**src/rtl/btn_move_conditioner.sv**
```systemverilog
// Button conditioner: sync, debounce, edge detect and typematic move commands.
// Ports: clk, rst, btn_raw[5] in; btn_level/btn_press[5], reset_req, move_valid/move_dir[4] out; move_ready in.
module btn_move_conditioner #(
  parameter int DEBOUNCE_CYCLES = 1_000_000,
  parameter int REPEAT_DELAY    = 25_000_000,
  parameter int REPEAT_PERIOD   = 5_000_000,
  parameter int CNT_W           = 25
) (
  input  logic       clk,
  input  logic       rst,
  input  logic [4:0] btn_raw,
  output logic [4:0] btn_level,
  output logic [4:0] btn_press,
  output logic       reset_req,
  output logic       move_valid,
  output logic [3:0] move_dir,
  input  logic       move_ready
);

  localparam logic [CNT_W-1:0] DB_LAST  = CNT_W'(DEBOUNCE_CYCLES - 1);
  localparam logic [CNT_W-1:0] RD_LAST  = CNT_W'(REPEAT_DELAY - 1);
  localparam logic [CNT_W-1:0] RP_LAST  = CNT_W'(REPEAT_PERIOD - 1);

  typedef enum logic [1:0] {
    IDLE,
    DELAY,
    REPEAT
  } state_t;

  logic [4:0]       s1;
  logic [4:0]       s2;
  logic [4:0]       level_d;
  logic [4:0]       rise;
  logic [CNT_W-1:0] db_cnt [5];
  logic [3:0]       dir_req;

  state_t           state, state_n;
  logic [CNT_W-1:0] rpt_cnt, rpt_n;
  logic [3:0]       cur_dir, cur_n;
  logic             issue;
  logic [3:0]       issue_dir;
  logic             valid_n;
  logic [3:0]       dir_n;

  always_ff @(posedge clk or posedge rst) begin
    if (rst) begin
      s1 <= '0;
      s2 <= '0;
    end else begin
      s1 <= btn_raw;
      s2 <= s1;
    end
  end

  // Any sample agreeing with the stable level restarts the count,
  // so only an uninterrupted run of DEBOUNCE_CYCLES is accepted.
  for (genvar i = 0; i < 5; i++) begin : g_db
    always_ff @(posedge clk or posedge rst) begin
      if (rst) begin
        db_cnt[i]    <= '0;
        btn_level[i] <= 1'b0;
      end else if (s2[i] == btn_level[i]) begin
        db_cnt[i] <= '0;
      end else if (db_cnt[i] == DB_LAST) begin
        db_cnt[i]    <= '0;
        btn_level[i] <= s2[i];
      end else begin
        db_cnt[i] <= db_cnt[i] + 1'b1;
      end
    end
  end

  assign rise = btn_level & ~level_d;

  always_ff @(posedge clk or posedge rst) begin
    if (rst) begin
      level_d   <= '0;
      btn_press <= '0;
    end else begin
      level_d   <= btn_level;
      btn_press <= rise;
    end
  end

  assign reset_req = btn_press[0];

  // Chords (or nothing) yield no direction.
  assign dir_req = $onehot(btn_level[4:1]) ? btn_level[4:1] : 4'b0;

  always_ff @(posedge clk or posedge rst) begin
    if (rst) begin
      state      <= IDLE;
      rpt_cnt    <= '0;
      cur_dir    <= '0;
      move_valid <= 1'b0;
      move_dir   <= '0;
    end else begin
      state      <= state_n;
      rpt_cnt    <= rpt_n;
      cur_dir    <= cur_n;
      move_valid <= valid_n;
      move_dir   <= dir_n;
    end
  end

  always_comb begin
    state_n   = state;
    rpt_n     = rpt_cnt;
    cur_n     = cur_dir;
    issue     = 1'b0;
    issue_dir = cur_dir;
    valid_n   = move_valid;
    dir_n     = move_dir;

    unique case (state)
      IDLE: begin
        if (dir_req != 4'b0) begin
          issue     = 1'b1;
          issue_dir = dir_req;
          cur_n     = dir_req;
          rpt_n     = '0;
          state_n   = DELAY;
        end
      end
      DELAY: begin
        if (dir_req != cur_dir) begin
          rpt_n   = '0;
          state_n = IDLE;
        end else if (rpt_cnt == RD_LAST) begin
          issue   = 1'b1;
          rpt_n   = '0;
          state_n = REPEAT;
        end else begin
          rpt_n = rpt_cnt + 1'b1;
        end
      end
      REPEAT: begin
        if (dir_req != cur_dir) begin
          rpt_n   = '0;
          state_n = IDLE;
        end else if (rpt_cnt == RP_LAST) begin
          issue = 1'b1;
          rpt_n = '0;
        end else begin
          rpt_n = rpt_cnt + 1'b1;
        end
      end
      default: begin
        rpt_n   = '0;
        state_n = IDLE;
      end
    endcase

    // Restart beats accept, accept beats a new issue; a pending move
    // swallows any issue, so repeats never pile up.
    if (rise[0]) begin
      valid_n = 1'b0;
      dir_n   = '0;
      state_n = IDLE;
      rpt_n   = '0;
    end else if (move_valid && move_ready) begin
      valid_n = 1'b0;
      dir_n   = '0;
    end else if (issue && !move_valid) begin
      valid_n = 1'b1;
      dir_n   = issue_dir;
    end
  end

endmodule
```
**config.mk**
```make
export PLATFORM = sky130hd
export DESIGN_NAME = btn_move_conditioner
export DESIGN_NICKNAME = d
export VERILOG_FILES = /design/src/rtl/btn_move_conditioner.sv
export SDC_FILE = /design/constraint.sdc
export NUM_CORES = 1
export LEC_CHECK = 0
export ABC_AREA = 0
export BUFFER_PORTS_ARGS = -buffer_cell sky130_fd_sc_hd__buf_4
export CAP_MARGIN = 20
export CORE_MARGIN = 1.5
export CORE_UTILIZATION = 50
export CTS_BUF_LIST = sky130_fd_sc_hd__clkbuf_16
export DETAILED_ROUTE_END_ITERATION = 6
export GPL_ROUTABILITY_DRIVEN = 0
export GPL_TIMING_DRIVEN = 0
export PLACE_DENSITY = 0.66
export SYNTH_ARGS = -nofsm -noshare
export SYNTH_HDL_FRONTEND = slang
export SYNTH_SLANG_ARGS = --single-unit
export TNS_END_PERCENT = 10
```
**constraint.sdc**
```tcl
create_clock -name clk -period 7.25 [get_ports clk]
set_input_delay 0.3625 -clock clk [delete_from_list [all_inputs] [get_ports clk]]
set_output_delay 0.3625 -clock clk [all_outputs]
set_load 0.05 [all_outputs]
```
---- After elaboration in Yosys (flattened, before gate mapping) ----
Cells that the tools add are included.
storage, ports and cells
  flip-flop bits (word level) ............. 186
  bits in latches ......................... 0
  bits in writable memories ............... 0
  ROM bits ................................ 0
  input bits .............................. 8
  output and inout port bits .............. 16
  word-level logic and storage cells ...... 104
  memories ................................ 0
operators by class
  add/subtract/negate cells ............... 9
  multiply operators ...................... 0
  divide/modulo/power cells ............... 0
  order comparisons ....................... 0
  equality and inequality tests ........... 19
  shifts and indexed selects .............. 0
  mux-type cells .......................... 38
  bitwise gates (word level) .............. 7
  reduce and logical (&&, ||, !) cells .... 12
operator list
  operator                                                number
  two-way mux 25 bit                                      16
  adder 25 x 1 -> 25 bit (second input constant)          6
  equality test 25 x 20 -> 1 bit (second input constant)  5
  case mux 25 bit (3 select lines)                        1
  equality test 25 x 23 -> 1 bit (second input constant)  1
  equality test 25 bit (second input constant)            1
  two-way mux 4 bit                                       6
  two-way mux 2 bit                                       5
  AND reduction 2 bit                                     5
  two-way mux 1 bit                                       8
  inequality test 3 bit (second input constant)           2
  case mux 2 bit (3 select lines)                         1
  bitwise AND 5 bit                                       1
  equality test 1 bit                                     5
  NOT 1 bit                                               5
  NOT 5 bit                                               1
  adder 1 x 1 -> 2 bit                                    2
  inequality test 4 bit                                   1
  inequality test 4 bit (second input constant)           1
  nonzero test 4 bit                                      1
  adder 2 x 2 -> 3 bit                                    1
  equality test 3 x 1 -> 1 bit (second input constant)    1
  case mux 1 bit (3 select lines)                         1
  AND reduction 3 bit                                     1
  6 further kinds                                         7

---- Longest topological paths before layout ----
Gate-level depths: netlist of the first run.
  depth after elaboration ................. 11
  depth in mapped cells ................... 12

---- Worst setup path before layout of the first run ----
OpenSTA, ideal clock, no wires.
  kind .................................... register -> register
  start ................................... register btn_level[1]
  end ..................................... register rpt_cnt[15]
  library setup time ...................... 116 ps
  arrival time ............................ 3,660 ps
  required time ........................... 7,134 ps
  slack ................................... 3,474 ps
  stages on the path, launching flop included .. 12
  path buffers ............................ 0
  cell sequence ........................... dfrtp_1 > inv_1 > fa_1 > inv_1 > ha_1 > ha_1 > nor4bb_1 > xor2_1 > nor4_2 > a21boi_1 > nand2_1 > o311ai_0
on the way
  word-level cells in the longest chain between the ends .. 8
  elaborated cells on any way between the ends .. 11
  classes of those cells .................. add/sub: 2; eq/ne: 3; mux: 5; reduce/logical: 1
RTL lines
  item                                        RTL line  source
  start, declared                             12        output logic [4:0] btn_level,
  start signal, assigned by index             66        btn_level[i] <= s2[i];
  adder 1 x 1 -> 2 bit (not written as such)  88        assign dir_req = $onehot(btn_level[4:1]) ? btn_level[4:1] : 4'b0;
  adder 2 x 2 -> 3 bit (not written as such)  88
  equality test 3 x 1 -> 1 bit                88
  two-way mux 4 bit (*)                       88
  inequality test 4 bit                       126, 138
  two-way mux 25 bit (on tied branches)       138, 126
  case mux 25 bit (3 select lines)            115       unique case (state)
  two-way mux 25 bit                          156       if (rise[0]) begin
  end signal, assigned                        99        rpt_cnt <= rpt_n;
  end, declared                               38        logic [CNT_W-1:0] rpt_cnt, rpt_n;
Every way passes the cells marked *; elsewhere a longest branch is shown, timed or not.
A chain may end at the register's enable or synchronous reset.

---- Final worst setup path of the first run ----
Ends and elaborated chain as after synthesis.

==> out/qor.json, run 1 <==
{
  "status": {"value": "completed"},
  "hold_buffers": {"value": 1},
  "synthArstFlopShare": {"value": 100, "unit": "%"},
  "worst-r2r-cell-count": {"value": 11},
  "setup-tns-final": {"value": 0, "unit": "ns"},
  "cell_area_power_density": {"value": 204, "unit": "nW/um^2"},
  "clkTransAtPathRegs": {"value": 0.07, "unit": "ns"},
  "wirelength": {"value": 17400, "unit": "um"},
  "worstSetupStartpointType": {"value": "flip-flop"},
  "die_height": {"value": 137, "unit": "um"},
  "initialDrtViolationCount": {"value": 355},
  "rsz_0062_raised_after_global_routing": {"value": "no"},
  "min_path_cells": {"value": 1},
  "synth_largest_area_cell": {"value": "dfrtp_1"},
  "total_leakage_power": {"value": 4.32, "unit": "nW"},
  "synth.net_count": {"value": 946},
  "synth_cells": {"value": 925},
  "worstSetupEndpointType": {"value": "flip-flop"},
  "ys_dominant_reg_cell": {"value": "dfrtp_1"},
  "drt_pass1_iterations": {"value": 4},
  "post_drt_wl_per_cell": {"value": 14.4, "unit": "um"},
  "per_cell_via_count_in_the_routed_design": {"value": 5.42},
  "timing.hold.worst.start": {"value": "btn_raw[1]"},
  "finalCritPeriodShare": {"value": 55.9, "unit": "%"},
  "cts_tree": {"value": "built"},
  "synthesis.area_per_instance": {"value": 9.74, "unit": "um^2"},
  "worst_supply_voltage_drop_on_vdd": {"value": 0.158, "unit": "mV"},
  "yosysTopAreaCellShare": {"value": 51.6, "unit": "%"},
  "global_route_wire_length_before_repair": {"value": 30100, "unit": "um"},
  "final-max-slew-violation-count": {"value": 0},
  "core": {"value": 17500, "unit": "um^2"},
  "worst-slew-pin-transition": {"value": 1.13, "unit": "ns"},
  "utilization": {"value": 57.8, "unit": "%"},
  "critPathArrivalTime": {"value": 4.36, "unit": "ns"},
  "ys_seq_elements": {"value": 186},
  "total_i_o_pin_count": {"value": 24},
  "timing.critical_path.fanout_max": {"value": 10},
  "cts-buffers-inserted": {"value": 17},
  "grt_start_max_net_pins": {"value": 119},
  "hold_path_end": {"value": "s1[1]"},
  "total_power_consumption_of_the_routed_design": {"value": 2.06, "unit": "mW"},
  "synth_area_leaders": {"value": "dfrtp_1 52%, nor2_1 6.7%, xor2_1 5.9%, xnor2_1 5.6%, nand3_1 3.5%"},
  "finalWorstPathRequiredPeriod": {"value": 4.05, "unit": "ns"},
  "final-seq-area": {"value": 4650, "unit": "um^2"},
  "number_of_distinct_library_cells_after_synthesis": {"value": 58},
  "reg2reg_slack": {"value": 3.20, "unit": "ns"},
  "regToRegStartpoint": {"value": "btn_level[1]"},
  "detailed_place_hpwl": {"value": 11700, "unit": "um"},
  "post_cts_resized": {"value": 0},
  "critPathKind": {"value": "flip-flop to flip-flop"},
  "clock_sink_count": {"value": 186},
  "cts_setup_buffers": {"value": 0},
  "critical_path.reg2reg.endpoint": {"value": "rpt_cnt[15]"},
  "synth_enable_flop_cells": {"value": 0},
  "vias_in_the_first_global_route": {"value": 6376},
  "critPathRequiredTime": {"value": 7.56, "unit": "ns"},
  "slew_margin_rel": {"value": 24.2, "unit": "%"},
  "placementRows": {"value": 48},
  "cell_area_after_synthesis": {"value": 9010, "unit": "um^2"},
  "htree_num_levels": {"value": 4},
  "placement.io_buffers": {"value": 23},
  "final-hold-violation-count": {"value": 0},
  "vias": {"value": 6543},
  "cts.path.max_buffers": {"value": 2},
  "area_growth_from_synthesis_to_layout": {"value": 12.1, "unit": "%"},
  "timing.final.setup_violations": {"value": 0},
  "finalClockSkew": {"value": 0.0140, "unit": "ns"},
  "hp-class": {"value": "input pin to flip-flop"},
  "timing.fmax": {"value": 247, "unit": "MHz"},
  "detail-route-antenna-nets": {"value": 0},
  "nFillCells": {"value": 1533},
  "fraction_of_final_layout_cells_with_drive_strength_greater_than_1": {"value": 7.54, "unit": "%"},
  "die_area": {"value": 18800, "unit": "um^2"},
  "cap_viol_max_count": {"value": 0},
  "remaining_drc_errors": {"value": 0},
  "initial_antenna_violation_count": {"value": 0},
  "grt_usage": {"value": 19.9, "unit": "%"},
  "nNetsFinal": {"value": 990},
  "start_util": {"value": 51.6, "unit": "%"},
  "ctsRootBufferMaster": {"value": "clkbuf_16"},
  "synth-warning-count": {"value": 0},
  "die_w": {"value": 137, "unit": "um"},
  "globalRoute.totalOverflow": {"value": 0},
  "n_antenna_cell": {"value": 0},
  "synth.yosys.seq_area_share": {"value": 51.6, "unit": "%"},
  "latest_clock_arrival_within_the_worst_skew_pair": {"value": 0.43, "unit": "ns"},
  "total_area_of_multi_input_combinational_cells": {"value": 4110, "unit": "um^2"}
}
-- state kept, by name, indices dropped and copies added, names as in the netlist --
signal      count
rpt_cnt        25
s2              5
move_valid      1
btn_level       5
state           2
btn_press       5
s1              5
db_cnt        125
move_dir        4
level_d         5
cur_dir         4
-- per-stage QoR --
step	setup slack, ns	cells	hold WS (ns)	instance area (um^2)
after CTS	3.15	1207	0.0150	10100
after floorplan	1.83	925	0.331	9010
final	3.20	1207	0.0303	10100
after detailed placement	3.14	1174	0.336	9500
after global routing	2.80	1207	0.0133	10100
after global placement	-0.368	1173	0.334	9470
-- layout by cell type, fill, tap and decap left out, types with 13 or more instances in the layout --
cell type / instances
inv_1: 36
nand2_1: 58
and4_1: 13
or3_1: 18
and3_1: 20
nor3_1: 30
buf_4: 24
xor2_1: 61
nor2_1: 161
nor4_1: 19
nand4_1: 34
o21ai_0: 25
a21oi_1: 18
clkbuf_16: 17
xnor2_1: 58
nand3_1: 63
clkbuf_1: 22
dfrtp_1: 186
-- critical path, cell delays in order, from the launching register on --
cell      delay, ns
dfrtp_1        0.54
inv_1          0.19
fa_1           0.56
inv_1          0.04
ha_1           0.17
ha_1           0.34
nor4bb_1       0.37
xor2_1         0.15
nor4_2         0.56
a21boi_1       0.30
nand2_1        0.28
o311ai_0       0.43
-- cell type report --
type / count / area share (%)
clock buffers: 17 / 4.21
clock inverters: 15 / 1.62
flip-flops and latches: 186 / 46.1
inverters: 36 / 1.41
repair buffers: 25 / 2.08
plain buffers: 26 / 1.10
multi-input cells: 677 / 40.7
well taps: 225 / 2.79
-- power by group --
| part | leakage [nW] | internal (mW) | switching, mW |
|---|---|---|---|
| Clock | 0.285 | 0.516 | 0.417 |
| Combinational | 1.48 | 0.0196 | 0.0501 |
| Sequential | 2.56 | 1.05 | 0.0107 |
-- Yosys cell counts (8+ instances only) --
| master | number |
|---|---|
| and3_1 | 20 |
| nand2_1 | 58 |
| a22o_1 | 10 |
| ha_1 | 12 |
| and4_1 | 13 |
| nor3_1 | 30 |
| nand3_1 | 63 |
| nand4_1 | 34 |
| nor2_1 | 161 |
| a21oi_1 | 18 |
| dfrtp_1 | 186 |
| xnor2_1 | 58 |
| inv_1 | 36 |
| and2_1 | 8 |
| nor4_1 | 19 |
| o21ai_0 | 25 |
| or3_1 | 18 |
| xor2_1 | 61 |
| clkbuf_1 | 22 |
-- worst max-delay path by stage --
| stage | start | to | slack [ns] |
|---|---|---|---|
| after floorplan | rst | btn_level[0] | 1.83 |
| after global placement | rst | db_cnt[71] | -0.37 |
| after detailed placement | btn_level[1] | rpt_cnt[7] | 3.14 |
| after CTS | btn_level[1] | rpt_cnt[15] | 3.15 |
| after global routing | btn_level[1] | rpt_cnt[9] | 2.80 |
| final | btn_level[1] | rpt_cnt[15] | 3.20 |
-- cell families (layout without fill, tap and decap cells) --
| group | after synthesis | after routing | share of synthesized area (%) |
|---|---|---|---|
| adders and majority gates | 13 | 13 | 1.89 |
| DFF | 186 | 186 | 51.6 |
| muxes | 2 | 2 | 0.250 |
| and+or+nand+nor | 463 | 463 | 26.0 |
| AOI/OAI and AO/OA | 80 | 80 | 5.90 |
| xor gates and xnor gates | 119 | 119 | 11.6 |
| buffers and inverters | 62 | 119 | 2.73 |
-- layer usage --
metal | track usage [%] | up-vias | share of wire [%]
met3 | 4.56 | 16 | 2.6
met1 | 26.7 | 3167 | 48
met4 | 5.50 | 0 | 0.97
li1 | - | 3296 | -
met2 | 32.5 | 64 | 48
met5 | 0 | - | 0
Power figures use the tool's default switching activity.
==> run 2: changes to the inputs <==
Settings changed: PLACE_DENSITY 0.66 to 0.69.
Clock period 7.25 ns to 3.61 ns, I/O delays scaled along.
==> out/qor.json, run 2 (synthesis gave the netlist of run 1 again) <==
{
  "finalCritPeriodShare": {"value": 92.9, "unit": "%", "change": "+37 points"},
  "crit_path_max_incr_delay": {"value": 0.51, "unit": "ns", "change": "-0.05 ns"},
  "fin_area": {"value": 10400, "unit": "um^2", "change": "+3.0%"},
  "fin_ws": {"value": 0.257, "unit": "ns", "change": "-2.94 ns"},
  "finalClockSkew": {"value": 0.0165, "unit": "ns", "change": "+0.00247 ns"},
  "seq_power_share": {"value": 50.4, "unit": "%", "change": "-1.0 points"},
  "die_height": {"value": 137, "unit": "um", "change": "unchanged"},
  "total_i_o_pin_count": {"value": 24, "change": "unchanged"},
  "hp-class": {"value": "input pin to flip-flop"},
  "power.switching": {"value": 0.955, "unit": "mW", "change": "+100%"},
  "crit_path_top_delay_cell": {"value": "fa_1"},
  "final-max-slew-violation-count": {"value": 0, "change": "unchanged"},
  "wirelength": {"value": 17400, "unit": "um", "change": "+0.30%"},
  "worstSetupEndpointType": {"value": "flip-flop"},
  "global_route_wire_length_before_repair": {"value": 30400, "unit": "um", "change": "+1.2%"},
  "final-instance-count-excl-fill": {"value": 1225, "change": "+1.5%"},
  "per_cell_via_count_in_the_routed_design": {"value": 5.48, "change": "+1.0%"},
  "combPwrFrac": {"value": 3.7, "unit": "%", "change": "+0.3 points"},
  "grt_start_max_net_pins": {"value": 43, "change": "-64%"},
  "cts_tree": {"value": "built"},
  "status": {"value": "completed"},
  "detailed_place_hpwl": {"value": 11900, "unit": "um", "change": "+2.1%"},
  "grt_usage": {"value": 20.2, "unit": "%", "change": "+0.28 points"},
  "initial_antenna_violation_count": {"value": 0, "change": "unchanged"},
  "nFillCells": {"value": 1482, "change": "-3.3%"},
  "drt_pass1_iterations": {"value": 7, "change": "+3"},
  "worst-slew-pin-transition": {"value": 0.736, "unit": "ns", "change": "-0.391 ns"},
  "biggestRegsByFlops": {"value": "db_cnt x125, rpt_cnt x25"},
  "final-hold-violation-count": {"value": 0, "change": "unchanged"},
  "timing.final.setup_violations": {"value": 0, "change": "unchanged"},
  "clock_sink_count": {"value": 186, "change": "unchanged"},
  "dp.cells": {"value": 1178, "change": "+0.34%"},
  "die_w": {"value": 137, "unit": "um", "change": "unchanged"},
  "die_area": {"value": 18800, "unit": "um^2", "change": "unchanged"},
  "latest_clock_arrival_within_the_worst_skew_pair": {"value": 0.43, "unit": "ns", "change": "about the same"},
  "area_growth_from_synthesis_to_layout": {"value": 15.4, "unit": "%"},
  "layout.cells.most_common": {"value": "dfrtp_1"},
  "intPower": {"value": 3.26, "unit": "mW", "change": "+110%"},
  "p_clk_share": {"value": 45.9, "unit": "%", "change": "+0.7 points"},
  "utilization": {"value": 59.5, "unit": "%", "change": "+1.7 points"},
  "vias_in_the_first_global_route": {"value": 6497, "change": "+1.9%"},
  "worst_supply_voltage_drop_on_vdd": {"value": 0.326, "unit": "mV", "change": "+110%"},
  "setup-tns-final": {"value": 0, "unit": "ns", "change": "unchanged"},
  "crit_path_frequent_cell": {"value": "inv_1"},
  "globalRoute.totalOverflow": {"value": 0, "change": "unchanged"},
  "cts-buffers-inserted": {"value": 17, "change": "unchanged"},
  "switching_share": {"value": 22.6, "unit": "%", "change": "-0.55 points"},
  "start_util": {"value": 51.6, "unit": "%", "change": "unchanged"},
  "top_register": {"value": "db_cnt"},
  "critPathKind": {"value": "flip-flop to flip-flop"},
  "post_drt_wl_per_cell": {"value": 14.2, "unit": "um", "change": "-1.2%"},
  "dpl-instance-area": {"value": 9570, "unit": "um^2", "change": "+0.72%"},
  "fin_worst_hold_slack": {"value": 0.110, "unit": "ns", "change": "+0.0802 ns"},
  "placementRows": {"value": 48, "change": "unchanged"},
  "worstSetupStartpointType": {"value": "flip-flop"},
  "ctsRootBufferMaster": {"value": "clkbuf_16"},
  "rsz_0062_raised_after_global_routing": {"value": "no"},
  "placement.io_buffers": {"value": 23, "change": "unchanged"},
  "remaining_drc_errors": {"value": 0, "change": "unchanged"},
  "critical-path-top-delay-family": {"value": "adder cells"},
  "cts.path.max_buffers": {"value": 2, "change": "unchanged"},
  "core": {"value": 17500, "unit": "um^2", "change": "unchanged"},
  "fraction_of_final_layout_cells_with_drive_strength_greater_than_1": {"value": 10.1, "unit": "%", "change": "+2.6 points"},
  "critPathArrivalTime": {"value": 3.72, "unit": "ns", "change": "-0.64 ns"},
  "cp.buffers_inverters": {"value": 3, "change": "+1"},
  "post-place-ws": {"value": -0.551, "unit": "ns", "change": "-3.69 ns"},
  "cp_cell_sequence": {"value": "inv_1, fa_1, inv_1, ha_1, ha_2, nor4bb_2, xor2_1, nor4_4, buf_4, a21bo_2, nor2_4, a22o_1"},
  "largest_register_ffs": {"value": 125, "change": "unchanged"},
  "cell_area_power_density": {"value": 405, "unit": "nW/um^2", "change": "+99%"},
  "clkTransAtPathRegs": {"value": 0.07, "unit": "ns", "change": "about the same"},
  "vias": {"value": 6710, "change": "+2.6%"},
  "finalWorstPathRequiredPeriod": {"value": 3.35, "unit": "ns", "change": "-0.696 ns"},
  "timing.critical_path.fanout_max": {"value": 8, "change": "-2"},
  "cap_viol_max_count": {"value": 0, "change": "unchanged"},
  "total_leakage_power": {"value": 4.45, "unit": "nW", "change": "+3.0%"},
  "top_library_cells_by_usage_in_the_layout_fill_and_taps_aside": {"value": "183 x dfrtp_1, 160 x nor2_1, 63 x nand3_1"},
  "critPathRequiredTime": {"value": 3.97, "unit": "ns", "change": "-3.59 ns"},
  "detail-route-antenna-nets": {"value": 0, "change": "unchanged"},
  "initialDrtViolationCount": {"value": 341, "change": "-3.9%"},
  "slew_margin_rel": {"value": 50.5, "unit": "%", "change": "+26 points"},
  "timing.fmax": {"value": 298, "unit": "MHz", "change": "+21%"},
  "nNetsFinal": {"value": 1009, "change": "+1.9%"},
  "n_antenna_cell": {"value": 0, "change": "unchanged"},
  "total_power_consumption_of_the_routed_design": {"value": 4.22, "unit": "mW", "change": "+100%"},
  "htree_num_levels": {"value": 4, "change": "unchanged"}
}
-- run 2: what timing repair did --
item | 4_1_cts | 5_1_grt
setup buffers | 2 | 8
endpoints found under the hold margin | 30 | 0
endpoints found under the setup margin | 32 | 31
hold buffers | 6 | 0
gates resized for setup | 8 | 14
pin swaps | 1 | 1
-- run 2: layer usage --
layer | part of all wire (%) | routed length (um) | global-route usage (%)
met1 | 48 | 8440 | 27.4
met5 | 0 | 0 | 0
met4 | 1.1 | 186 | 5.67
met3 | 1.9 | 323 | 3.68
met2 | 49 | 8490 | 33.3
-- run 2: power by group through the flow --
stage          logic, mW  clock network (mW)  registers, mW
6_report           0.155                1.94           2.13
5_1_grt            0.179                2.06           2.13
4_1_cts            0.161                1.98           2.13
3_5_place_dp       0.155                   0           2.17
3_3_place_gp       0.139                   0           2.17
2_1_floorplan     0.0824                   0           2.18
-- run 2: final timing paths --
check	cells after the start	start	end	slack [ns]
setup / recovery	12	btn_level[2]	rpt_cnt[4]	0.26
hold / removal	4	move_ready	move_valid	0.11
setup reg to reg	12	btn_level[2]	rpt_cnt[4]	0.26
hold reg to reg	0	s1[0]	s2[0]	0.35
max in group asynchronous	6	rst	db_cnt[108]	2.17
min in group asynchronous	3	rst	db_cnt[55]	0.38
-- run 2: worst reg2reg max path: cells and delay by family (launching register included) --
family | cells | cell delay (ns)
flops | 1 | 0.44
buf+inv | 3 | 0.33
fa+ha+maj | 3 | 1.02
simple gates | 3 | 0.87
xor+xnor | 1 | 0.15
compound gates | 2 | 0.47
-- run 2: area by class of cell --
type	count	area [um^2]	share of cell area, %
Buffer	25	108	1.03
Clock buffer	17	425	4.09
Clock inverter	14	184	1.77
Inverter	36	139	1.33
Multi-Input combinational cell	677	4200	40.3
Sequential cell	186	4660	44.8
Tap cell	225	282	2.71
Timing Repair Buffer	45	413	3.97
==> run 3: changes to the inputs <==
Settings changed: CELL_PAD_IN_SITES_DETAIL_PLACEMENT set to 1, CELL_PAD_IN_SITES_GLOBAL_PLACEMENT set to 1, CORE_UTILIZATION 50 to 45, PLACE_DENSITY 0.69 to not set, PLACE_DENSITY_LB_ADDON set to 0.1.
==> out/qor.json, run 3 (synthesis gave the netlist of run 1 again) <==
{
  "detail-route-antenna-nets": {"value": 0, "change": "unchanged"},
  "total_leakage_power": {"value": 4.45, "unit": "nW", "change": "about the same"},
  "nFillCells": {"value": 2207, "change": "+49%"},
  "worst-r2r-cell-count": {"value": 11, "change": "-1"},
  "fraction_of_final_layout_cells_with_drive_strength_greater_than_1": {"value": 9.92, "unit": "%", "change": "-0.18 points"},
  "drt_pass1_iterations": {"value": 4, "change": "-3"},
  "hold_path_end": {"value": "move_valid"},
  "total_power_consumption_of_the_routed_design": {"value": 4.29, "unit": "mW", "change": "+1.6%"},
  "die_w": {"value": 145, "unit": "um", "change": "+5.3%"},
  "placement.io_buffers": {"value": 23, "change": "unchanged"},
  "met2_track_utilization_from_global_routing": {"value": 33.5, "unit": "%", "change": "+0.24 points"},
  "final-seq-area": {"value": 4660, "unit": "um^2", "change": "unchanged"},
  "die_height": {"value": 145, "unit": "um", "change": "+5.3%"},
  "finalCritPeriodShare": {"value": 94.0, "unit": "%", "change": "+1.1 points"},
  "detailed_place_hpwl": {"value": 13600, "unit": "um", "change": "+14%"},
  "reg2reg_slack": {"value": 0.22, "unit": "ns", "change": "-0.04 ns"},
  "layout.cells.most_common": {"value": "dfrtp_1"},
  "timing.final.setup_violations": {"value": 0, "change": "unchanged"},
  "nNetsFinal": {"value": 1006, "change": "-0.30%"},
  "globalRoute.totalOverflow": {"value": 0, "change": "unchanged"},
  "post_drt_wl_per_cell": {"value": 15.8, "unit": "um", "change": "+11%"},
  "initial_antenna_violation_count": {"value": 0, "change": "unchanged"},
  "slew_margin_rel": {"value": 50.1, "unit": "%", "change": "-0.45 points"},
  "cell_area_power_density": {"value": 410, "unit": "nW/um^2", "change": "+1.2%"},
  "global_route_track_usage_on_met1": {"value": 28.2, "unit": "%", "change": "+0.78 points"},
  "die_area": {"value": 20900, "unit": "um^2", "change": "+11%"},
  "worst-slew-pin-transition": {"value": 0.743, "unit": "ns", "change": "+0.00664 ns"},
  "largest_register_ffs": {"value": 125, "change": "unchanged"},
  "switching_share": {"value": 22.5, "unit": "%", "change": "-0.12 points"},
  "ctsRootBufferMaster": {"value": "clkbuf_16"},
  "area_growth_from_synthesis_to_layout": {"value": 15.9, "unit": "%"},
  "total_i_o_pin_count": {"value": 24, "change": "unchanged"},
  "per_cell_via_count_in_the_routed_design": {"value": 5.37, "change": "-1.9%"},
  "worstSetupStartpointType": {"value": "flip-flop"},
  "hp-class": {"value": "input pin to flip-flop"},
  "vias_in_the_first_global_route": {"value": 6978, "change": "+7.4%"},
  "placementRows": {"value": 51, "change": "+6.3%"},
  "biggestRegsByFlops": {"value": "db_cnt x125, rpt_cnt x25"},
  "seq_power_share": {"value": 49.7, "unit": "%", "change": "-0.7 points"},
  "wirelength": {"value": 20000, "unit": "um", "change": "+14%"},
  "intPower": {"value": 3.32, "unit": "mW", "change": "+1.8%"},
  "final-max-slew-violation-count": {"value": 0, "change": "unchanged"},
  "power.switching": {"value": 0.965, "unit": "mW", "change": "+1.1%"},
  "vias": {"value": 6787, "change": "+1.1%"},
  "start_util": {"value": 46.2, "unit": "%", "change": "-5.4 points"},
  "grt_usage": {"value": 20.5, "unit": "%", "change": "+0.28 points"},
  "cts_tree": {"value": "built"},
  "core": {"value": 19500, "unit": "um^2", "change": "+12%"},
  "min_path_cells": {"value": 4, "change": "unchanged"},
  "dp.cells": {"value": 1218, "change": "+3.4%"},
  "global_route.peak_usage_layer": {"value": "met2"},
  "final-instance-count-excl-fill": {"value": 1263, "change": "+3.1%"},
  "crit_startpoint": {"value": "btn_level[1]"},
  "global_route_wire_length_before_repair": {"value": 33900, "unit": "um", "change": "+11%"},
  "top_library_cells_by_usage_in_the_layout_fill_and_taps_aside": {"value": "183 x dfrtp_1, 160 x nor2_1, 63 x nand3_1"},
  "grt_use_met3": {"value": 3.87, "unit": "%", "change": "+0.19 points"},
  "p_clk_share": {"value": 46.7, "unit": "%", "change": "+0.8 points"},
  "n_antenna_cell": {"value": 0, "change": "unchanged"},
  "grt_start_max_net_pins": {"value": 39, "change": "-9.3%"},
  "latest_clock_arrival_within_the_worst_skew_pair": {"value": 0.43, "unit": "ns", "change": "about the same"},
  "critPathRequiredTime": {"value": 3.93, "unit": "ns", "change": "-0.04 ns"},
  "timing.hold.worst.start": {"value": "move_ready"},
  "remaining_drc_errors": {"value": 0, "change": "unchanged"},
  "cap_viol_max_count": {"value": 0, "change": "unchanged"},
  "timing.critical_path.fanout_max": {"value": 10, "change": "+2"},
  "initialDrtViolationCount": {"value": 167, "change": "-51%"},
  "final-hold-violation-count": {"value": 0, "change": "unchanged"},
  "timing.fmax": {"value": 295, "unit": "MHz", "change": "-1.2%"},
  "clkTransAtPathRegs": {"value": 0.07, "unit": "ns", "change": "about the same"},
  "status": {"value": "completed"},
  "cts.path.max_buffers": {"value": 2, "change": "unchanged"},
  "cts-buffers-inserted": {"value": 17, "change": "unchanged"},
  "combPwrFrac": {"value": 3.6, "unit": "%", "change": "about the same"},
  "worst_supply_voltage_drop_on_vdd": {"value": 0.286, "unit": "mV", "change": "-12%"},
  "worstSetupEndpointType": {"value": "flip-flop"},
  "regToRegStartpoint": {"value": "btn_level[1]"},
  "critical_path.reg2reg.endpoint": {"value": "rpt_cnt[15]"},
  "finalClockSkew": {"value": 0.0138, "unit": "ns", "change": "-0.00264 ns"},
  "htree_num_levels": {"value": 4, "change": "unchanged"},
  "critPathArrivalTime": {"value": 3.71, "unit": "ns", "change": "about the same"},
  "finalWorstPathRequiredPeriod": {"value": 3.39, "unit": "ns", "change": "+0.0414 ns"},
  "top_register": {"value": "db_cnt"},
  "total_area_of_multi_input_combinational_cells": {"value": 4190, "unit": "um^2", "change": "about the same"},
  "clock_sink_count": {"value": 186, "change": "unchanged"},
  "critPathKind": {"value": "flip-flop to flip-flop"}
}
## run 3: how the worst max path moves through the flow
stage / endpoint / slack, ns
6_report: rpt_cnt[15] / 0.22
5_1_grt: rpt_cnt[23] / -0.03
4_1_cts: move_dir[1] / 0.006
3_5_place_dp: rpt_cnt[23] / -0.68
3_3_place_gp: rpt_cnt[15] / -0.58
2_1_floorplan: rpt_cnt[15] / -0.17
## run 3: worst max-delay path, stage by stage, from the launching register on
cell and delay [ns]:
dfrtp_2 0.41, inv_1 0.13, fa_1 0.55, inv_1 0.04, ha_1 0.17, ha_2 0.33
nor4bb_2 0.34, xor2_1 0.15, nor4_4 0.37, a21boi_4 0.26, nand2_2 0.17, o311ai_1 0.33
## run 3: area by class of cell
| type | instances | share of cell area [%] |
|---|---|---|
| Inverter | 36 | 1.33 |
| Clock buffer | 17 | 4.07 |
| Timing Repair Buffer | 42 | 3.74 |
| Tap cell | 265 | 3.17 |
| Buffer | 25 | 1.03 |
| Sequential cell | 186 | 44.6 |
| Clock inverter | 15 | 1.90 |
| Multi-Input combinational cell | 677 | 40.2 |
## run 3: layer usage
| layer | vias up | share of wire (%) |
|---|---|---|
| met2 | 42 | 48 |
| met3 | 10 | 1.8 |
| met5 | - | 0 |
| met1 | 3413 | 50 |
| li1 | 3322 | - |
| met4 | 0 | 0.77 |
## run 3: power by group through the flow
stage / Combinational (mW) / Sequential, mW / Clock (mW)
final: 0.156 / 2.13 / 2.00
after global routing: 0.179 / 2.13 / 2.12
after CTS: 0.162 / 2.13 / 2.05
after detailed placement: 0.156 / 2.17 / 0
after global placement: 0.141 / 2.17 / 0
after floorplan: 0.0824 / 2.18 / 0
## run 3: through the flow
step	instance area (um^2)	utilization [%]	setup slack, ns	TNS (ns)	hold slack, ns
finish	10400	53.5	0.215	0	0.125
global route	10400	53.5	-0.0309	-0.0483	0.141
CTS	10400	53.1	0.00628	0	0.108
detailed placement	9620	49.3	-0.684	-11.51	0.291
global placement	9520	48.8	-0.585	-48.85	0.290
floorplan	9020	-	-0.166	-1.21	0.212
## run 3: what timing repair did
| item | CTS | global route |
|---|---|---|
| gates resized for setup | 14 | 8 |
| pin swaps | 1 | 2 |
| cloned | 0 | 0 |
| endpoints found under the setup margin | 32 | 26 |
| hold buffers | 6 | 0 |
| setup buffers | 2 | 5 |
| endpoints found under the hold margin | 34 | 0 |
